## config.mk

```make
export PLATFORM = sky130hd
export DESIGN_NAME = muldiv_hilo_sequencer
export DESIGN_NICKNAME = d
export VERILOG_FILES = /design/src/rtl/muldiv_hilo_sequencer.sv
export SDC_FILE = /design/constraint.sdc
export NUM_CORES = 1
export LEC_CHECK = 0
export BUFFER_PORTS_ARGS = -buffer_cell sky130_fd_sc_hd__buf_2
export CORE_MARGIN = 2
export CORE_UTILIZATION = 40
export CTS_CLUSTER_SIZE = 12
export DETAILED_ROUTE_END_ITERATION = 12
export GPL_ROUTABILITY_DRIVEN = 0
export PLACE_DENSITY = 0.7
export SETUP_SLACK_MARGIN = 0.15
export SKIP_CTS_REPAIR_TIMING = 1
export SLEW_MARGIN = 20
export SYNTH_ARGS = -nofsm -noshare
export SYNTH_HDL_FRONTEND = slang
export SYNTH_SLANG_ARGS = --single-unit
```

## constraint.sdc

```tcl
create_clock -name CLK -period 3.4 [get_ports CLK]
set_input_delay 0.51 -clock CLK [delete_from_list [all_inputs] [get_ports CLK]]
set_output_delay 0.51 -clock CLK [all_outputs]
set_load 0.03 [all_outputs]
```

## src/rtl/muldiv_hilo_sequencer.sv

```systemverilog
// HI/LO sequencer: runs one multiply/divide/move at a time, drives the ALU start
// pulses and owns every HI/LO write enable. All outputs are registered.
module muldiv_hilo_sequencer #(
    parameter int TIMEOUT_CYCLES = 40,
    parameter int CNT_WIDTH      = 6
) (
    input  logic       CLK,
    input  logic       RST,
    input  logic       req_valid,
    input  logic [2:0] req_op,
    input  logic       divisor_zero,
    input  logic       mult_div_done,
    output logic       req_ready,
    output logic       mult_start,
    output logic       div_start,
    output logic       md_signed,
    output logic       hi_SEL,
    output logic       hi_EN,
    output logic       lo_SEL,
    output logic       lo_EN,
    output logic       busy,
    output logic       op_done,
    output logic       err_div0,
    output logic       err_timeout
);

    typedef enum logic [2:0] {
        ST_IDLE  = 3'd0,
        ST_START = 3'd1,
        ST_WAIT  = 3'd2,
        ST_WRITE = 3'd3,
        ST_MOVE  = 3'd4,
        ST_ERR   = 3'd5
    } state_t;

    localparam logic [CNT_WIDTH-1:0] CNT_MAX  = CNT_WIDTH'(TIMEOUT_CYCLES - 1);
    localparam logic [CNT_WIDTH-1:0] CNT_ONE  = CNT_WIDTH'(1);
    localparam logic [CNT_WIDTH-1:0] CNT_ZERO = '0;

    state_t               state_r, state_next_s;
    logic [CNT_WIDTH-1:0] cnt_r, cnt_next_s;
    logic [2:0]           op_r, op_next_s;
    logic                 accept_s;

    logic is_mult_s, is_div_s, is_signed_s;
    logic mult_start_s, div_start_s, md_signed_s;
    logic hi_sel_s, hi_en_s, lo_sel_s, lo_en_s;
    logic busy_s, op_done_s, err_div0_s, err_timeout_s;

    assign accept_s = req_valid & req_ready;

    // Next-state, counter and latched-operation logic
    always_comb begin
        state_next_s = state_r;
        cnt_next_s   = cnt_r;
        op_next_s    = op_r;
        case (state_r)
            ST_IDLE: begin
                if (accept_s) begin
                    op_next_s = req_op;
                    if (req_op[2]) begin
                        state_next_s = ST_MOVE;
                    end else if (req_op[1] && divisor_zero) begin
                        state_next_s = ST_ERR;
                    end else begin
                        state_next_s = ST_START;
                    end
                end else begin
                    state_next_s = ST_IDLE;
                end
            end
            ST_START: begin
                cnt_next_s   = CNT_ZERO;
                state_next_s = ST_WAIT;
            end
            ST_WAIT: begin
                // done takes priority over an expiring timeout
                if (mult_div_done) begin
                    state_next_s = ST_WRITE;
                end else if (cnt_r == CNT_MAX) begin
                    state_next_s = ST_ERR;
                end else begin
                    cnt_next_s = cnt_r + CNT_ONE;
                end
            end
            ST_WRITE: state_next_s = ST_IDLE;
            ST_MOVE:  state_next_s = ST_IDLE;
            ST_ERR:   state_next_s = ST_IDLE;
            default:  state_next_s = ST_IDLE;
        endcase
    end

    // Output decode from the upcoming state so the registered outputs line up with it
    always_comb begin
        is_mult_s     = ~op_next_s[2] & ~op_next_s[1];
        is_div_s      = ~op_next_s[2] &  op_next_s[1];
        is_signed_s   = ~op_next_s[2] & ~op_next_s[0];
        mult_start_s  = (state_next_s == ST_START) & is_mult_s;
        div_start_s   = (state_next_s == ST_START) & is_div_s;
        md_signed_s   = ((state_next_s == ST_START) | (state_next_s == ST_WAIT)) & is_signed_s;
        hi_sel_s      = (state_next_s == ST_WRITE);
        lo_sel_s      = (state_next_s == ST_WRITE);
        hi_en_s       = (state_next_s == ST_WRITE) | ((state_next_s == ST_MOVE) & (op_next_s == 3'd4));
        lo_en_s       = (state_next_s == ST_WRITE) | ((state_next_s == ST_MOVE) & (op_next_s == 3'd5));
        busy_s        = (state_next_s != ST_IDLE);
        op_done_s     = (state_next_s == ST_WRITE) | (state_next_s == ST_MOVE) | (state_next_s == ST_ERR);
        err_div0_s    = (state_next_s == ST_ERR) & (state_r == ST_IDLE);
        err_timeout_s = (state_next_s == ST_ERR) & (state_r == ST_WAIT);
    end

    // State, counter, latched op and registered outputs
    always_ff @(posedge CLK) begin
        if (RST) begin
            state_r     <= ST_IDLE;
            cnt_r       <= CNT_ZERO;
            op_r        <= 3'd0;
            req_ready   <= 1'b1;
            mult_start  <= 1'b0;
            div_start   <= 1'b0;
            md_signed   <= 1'b0;
            hi_SEL      <= 1'b0;
            hi_EN       <= 1'b0;
            lo_SEL      <= 1'b0;
            lo_EN       <= 1'b0;
            busy        <= 1'b0;
            op_done     <= 1'b0;
            err_div0    <= 1'b0;
            err_timeout <= 1'b0;
        end else begin
            state_r     <= state_next_s;
            cnt_r       <= cnt_next_s;
            op_r        <= op_next_s;
            req_ready   <= ~busy_s;
            mult_start  <= mult_start_s;
            div_start   <= div_start_s;
            md_signed   <= md_signed_s;
            hi_SEL      <= hi_sel_s;
            hi_EN       <= hi_en_s;
            lo_SEL      <= lo_sel_s;
            lo_EN       <= lo_en_s;
            busy        <= busy_s;
            op_done     <= op_done_s;
            err_div0    <= err_div0_s;
            err_timeout <= err_timeout_s;
        end
    end

endmodule

```

---- Yosys cells after proc, flatten, opt, wreduce, memory -nomap -nowiden ----
Cells that the tools add are included.
word-level totals
  flip-flop bits (word level) ............. 23
operators by class
  add/sub/neg operators ................... 1
  eq/ne operators ......................... 12
  mux-type cells .......................... 11
  bitwise gates (word level) .............. 20
  reductions and logical operators ........ 5
operators by type and width
  kind                 count
  $mux 3               7
  $eq 3x3->1 const B   4
  $mux 6               2
  $pmux 6 s2           1
  $and 1x1->1          11
  $eq 3x2->1 const B   3
  $pmux 3 s3           1
  $add 6x1->6 const B  1
  $eq 3x1->1 const B   2
  $eq 6x6->1 const B   1
  $or 1x1->1           5
  $ne 2x2->1 const B   2
  $not 1->1            4
  $logic_not 3->1      1
  $reduce_and 3->1     1
  $reduce_bool 3->1    1
  $reduce_bool 2->1    1
  $logic_and 1x1->1    1

---- Longest topological paths before layout ----
  depth after elaboration ................. 8
  gate-level depth with buffers ........... 5
  depth with buffers taken out ............ 4

---- Least setup slack after synthesis ----
No wires, ideal clock.
  path type ............................... input to register
  start point ............................. input port mult_div_done
  end point ............................... register cnt_r[3]
  library setup time ...................... 70 ps
  arrival time ............................ 1651 ps
  required time ........................... 3330 ps
  setup slack ............................. 1679 ps
  stages on the path ...................... 5
  buffers on the path ..................... 1
  cells stage by stage .................... clkbuf_1 nor4b_2 nand2_1 or3_1 a21oi_1
on the way
  word-level cells in the longest chain between the ends .. 2
RTL lines
  element                     line  text
  start: declaration          12    input logic mult_div_done,
  $ne 2x2->1 (no line)        n/a
  $reduce_and 3->1 (no line)  n/a
  end signal: assignment      131   cnt_r <= cnt_next_s;
  end: declaration            41    logic [CNT_WIDTH-1:0] cnt_r, cnt_next_s;
No other way between the ends.
A chain may end at the register's enable or synchronous reset.

---- Worst setup path after layout ----
  start point ............................. register state_r[1]
  end point ............................... register cnt_r[3]
on the way
  word-level cells in the longest chain between the ends .. 3
  elaborated cells between the ends (all ways) .. 7
  those cells by class .................... eq/ne: 4; mux: 1; reduce/logical: 2
RTL lines
  element                                                           line  text
  start: declaration                                                40    state_t state_r, state_next_s;
  start signal: assignment                                          130   state_r <= state_next_s;
  $eq 3x2->1 / $eq 3x1->1 (equally long branches)                   57    case (state_r)
  $ne 2x2->1 (no line) / $reduce_bool 2->1 (equally long branches)  n/a
  $reduce_and 3->1 (no line)                                        n/a
Several ways; a longest one is shown, not always the timed one.

==> results.md <==
- Post-synthesis cell area: around 940 um2
- Commonest non-fill, non-tap cell in the layout: dfxtp_1
- Initial drt markers: 9
- CTS Root Cell: clkbuf_4
- Nets: approximately 130
- Compound-Gate Fraction of Synth Area: 15.5%
- Crit path arrival time: 2.06 ns
- Mux cell area share after synthesis: 3.18%
- Post-Synth Simple-Gate Area: 26.9%
- Final non-filler cell total: 146
- TNS Setup: 0 ns
- Worst Hold Class: in -> reg
- Combinational power share: 15.1%
- Area Overhead vs Synth: 17.2%
- Clk buf depth: 2
- Max_slew headroom: approximately 59%
- Filler instances: 219
- Synth top area cells: dfxtp_1 47%, a21oi_1 3.7%, mux2i_1 3.2%, nand2_1 3.2%, nor2_1 3.2%
- Unique masters post-synth: 36
- FFs w/ async S/R, synth: 0%
- Switching share of power: around a quarter
- Port Buffers: 19
- CTS sink count: 22
- Max Clock Freq: 0.551 GHz
- Pre-antenna DRT Iters: 4
- Total grt overflow: 0
- CORE AREA: 2210 um2
- Crit path max-delay family: simple AND/OR/NAND/NOR gates
- Via density per instance: 5.28
- First-pass GRT wire length: between 3 and 4 mm
- Starting Density: ~43%
- H-tree levels: 1
- CP max-delay cell: nor4b_2
- Syn_nets: 108
- Final Hold Violating Endpoints: 0
- CTS tree: built
- Vias in the first global route: 748
- Worst EP required: roughly 3.7 ns
- Worst-Skew Late Latency: 0.31 ns
- Final Max Slew Viols: 0
- Synth Register Bits: 22
- Sequential area share after synthesis: 46.6%
- WP buf/inv: 0
- Reg power frac: 49.9%
- Pint: approximately 0.00042 W
- Largest family of logic cells by synthesized area: simple AND/OR/NAND/NOR gates
- Ratio of cells with drive above 1 in the final layout: approximately 22%
- Post-synth top area share: a little under half
- Routed vias: roughly 770
- CTS Buf Count: 3
- Top Ports: 20
- Critical path type: reg -> reg
- # diodes: 0
- Die height: 52.6 um
- Post-Syn Area per Cell: approximately 9.5 um2
- Chip width: 52.6 um
- Startpoint class of the critical path: flip-flop
- Yosys Warn Count: 0
- Worst path cell trace: nor4b_2, nand2_1, or3_1, a21oi_1
- GR Util All Layers: 15.8%
- DRT Wirelength: between 1.5 and 2 mm
- Crit share post-route: between 50% and 60%
- # setup viols final: 0
- Switching pwr: 0.000142 W
- Pwr dens: between 500 and 600 nW/um2
- Die ar.: 2770 um2
- Post-synthesis adder-cell area fraction: 1.32%
- Worst-Margin Slew: 0.617 ns
- CP peak stage delay: 0.59 ns
- Post-detail-place hpwl: 1.34 mm
- ANT nets after route: 0
- Clk network pwr share: 35.0%
- Max_cap viols: 0
- Synth area leader: dfxtp_1
- Peak VDD IR: 0.291 mV
- Setup Skew: 0.00271 ns
- Placed Cells: 142
- Status: completed
- Top FF cell, synth: dfxtp_1
- Lkg Pwr: around 0.45 nW
- RSZ-0062 raised after global routing: no
- Hold_ws: 0.392 ns
- Routed WL per cell: 12.5 um
- Most frequent cells in the layout: 22 x dfxtp_1, 19 x buf_2, 8 x nor2_1, 8 x nand2_1, 7 x a21oi_1
- Post-Synth XOR/XNOR Area: under 10%
- Post-route DRC: 0
- Antenna violations before repair: 0
- Number of synthesized flops with an enable pin: 0
- Min cycle time layout: 1.82 ns
- Row count: 17
- Worst-path fanout max: 12
- Crit. End Element: flip-flop
- Syn Inst Count: 99
- Largest net degree at the start of global routing: 16
- Clock transition at path regs: 0.12 ns
[sequential cells by signal (all words and copies together) (netlist names)]
| signal | flops |
|---|---|
| mult_start | 1 |
| lo_EN | 1 |
| lo_SEL | 1 |
| err_timeout | 1 |
| cnt_r | 6 |
| div_start | 1 |
| md_signed | 1 |
| hi_EN | 1 |
| op_r | 2 |
| err_div0 | 1 |
| state_r | 3 |
| busy | 1 |
| req_ready | 1 |
| op_done | 1 |
[routing by layer]
metal  vias to the layer above  GRT usage, %  wire length, um
met5                         -             0                0
met4                         0          7.69               38
met3                         5          3.43               65
met2                        15          24.4              850
met1                       357          20.9              874
li1                        394             -                -
[layout make-up]
type | instances | area, um2 | share of cell area, %
Sequential cell | 22 | 440 | 39.8
Clock inverter | 1 | 30.0 | 2.71
Inverter | 4 | 15.0 | 1.36
Clock buffer | 3 | 22.5 | 2.03
Multi-Input combinational cell | 69 | 469 | 42.4
Tap cell | 28 | 35.0 | 3.16
Timing Repair Buffer | 19 | 95.1 | 8.59
[synth_stat cells (3+ instances only)]
| library cell | n |
|---|---|
| nor2_1 | 8 |
| a21oi_1 | 7 |
| mux2i_1 | 3 |
| or2_1 | 3 |
| dfxtp_1 | 22 |
| o21bai_1 | 4 |
| nand2_1 | 8 |
| nor3_1 | 5 |
| or3_1 | 3 |
| inv_1 | 4 |
[through the flow]
step	cell area [um2]	worst slack, ns	power (W)	utilization (%)
4_1_cts	1110	1.62	0.000571	50.1
3_5_place_dp	1050	1.56	0.000371	47.7
5_1_grt	1110	1.42	0.000591	50.1
2_1_floorplan	945	1.68	0.000349	-
3_3_place_gp	1050	1.59	0.000371	47.7
6_report	1110	1.58	0.000564	50.1
[worst paths after layout]
path                              start                    end  slack [ns]  cells past startpoint
setup reg to reg  state_r[1]$_SDFF_PP0_  cnt_r[3]$_SDFFE_PP0P_        1.58                      4
setup / recovery  state_r[1]$_SDFF_PP0_  cnt_r[3]$_SDFFE_PP0P_        1.58                      4
hold / removal                req_op[1]  mult_start$_SDFF_PP0_        0.39                      2
hold reg to reg      op_r[2]$_SDFF_PP0_     op_r[2]$_SDFF_PP0_        0.47                      2
[power by group through the flow]
stage	Combinational [W]	Sequential, W	Clock (W)
after global placement	0.0000846	0.000286	0
final	0.0000852	0.000281	0.000197
after detailed placement	0.0000849	0.000287	0
after CTS	0.0000854	0.000281	0.000204
after floorplan	0.0000499	0.000299	0
after global routing	0.0000936	0.000283	0.000215
[kinds of logic after synthesis]
| group | count (synthesis) |
|---|---|
| compound gates | 20 |
| xor+xnor | 3 |
| fa+ha+maj | 1 |
| buf+inv | 8 |
| flops | 22 |
| mux | 3 |
| simple gates | 42 |
Power figures use the tool's default switching activity.
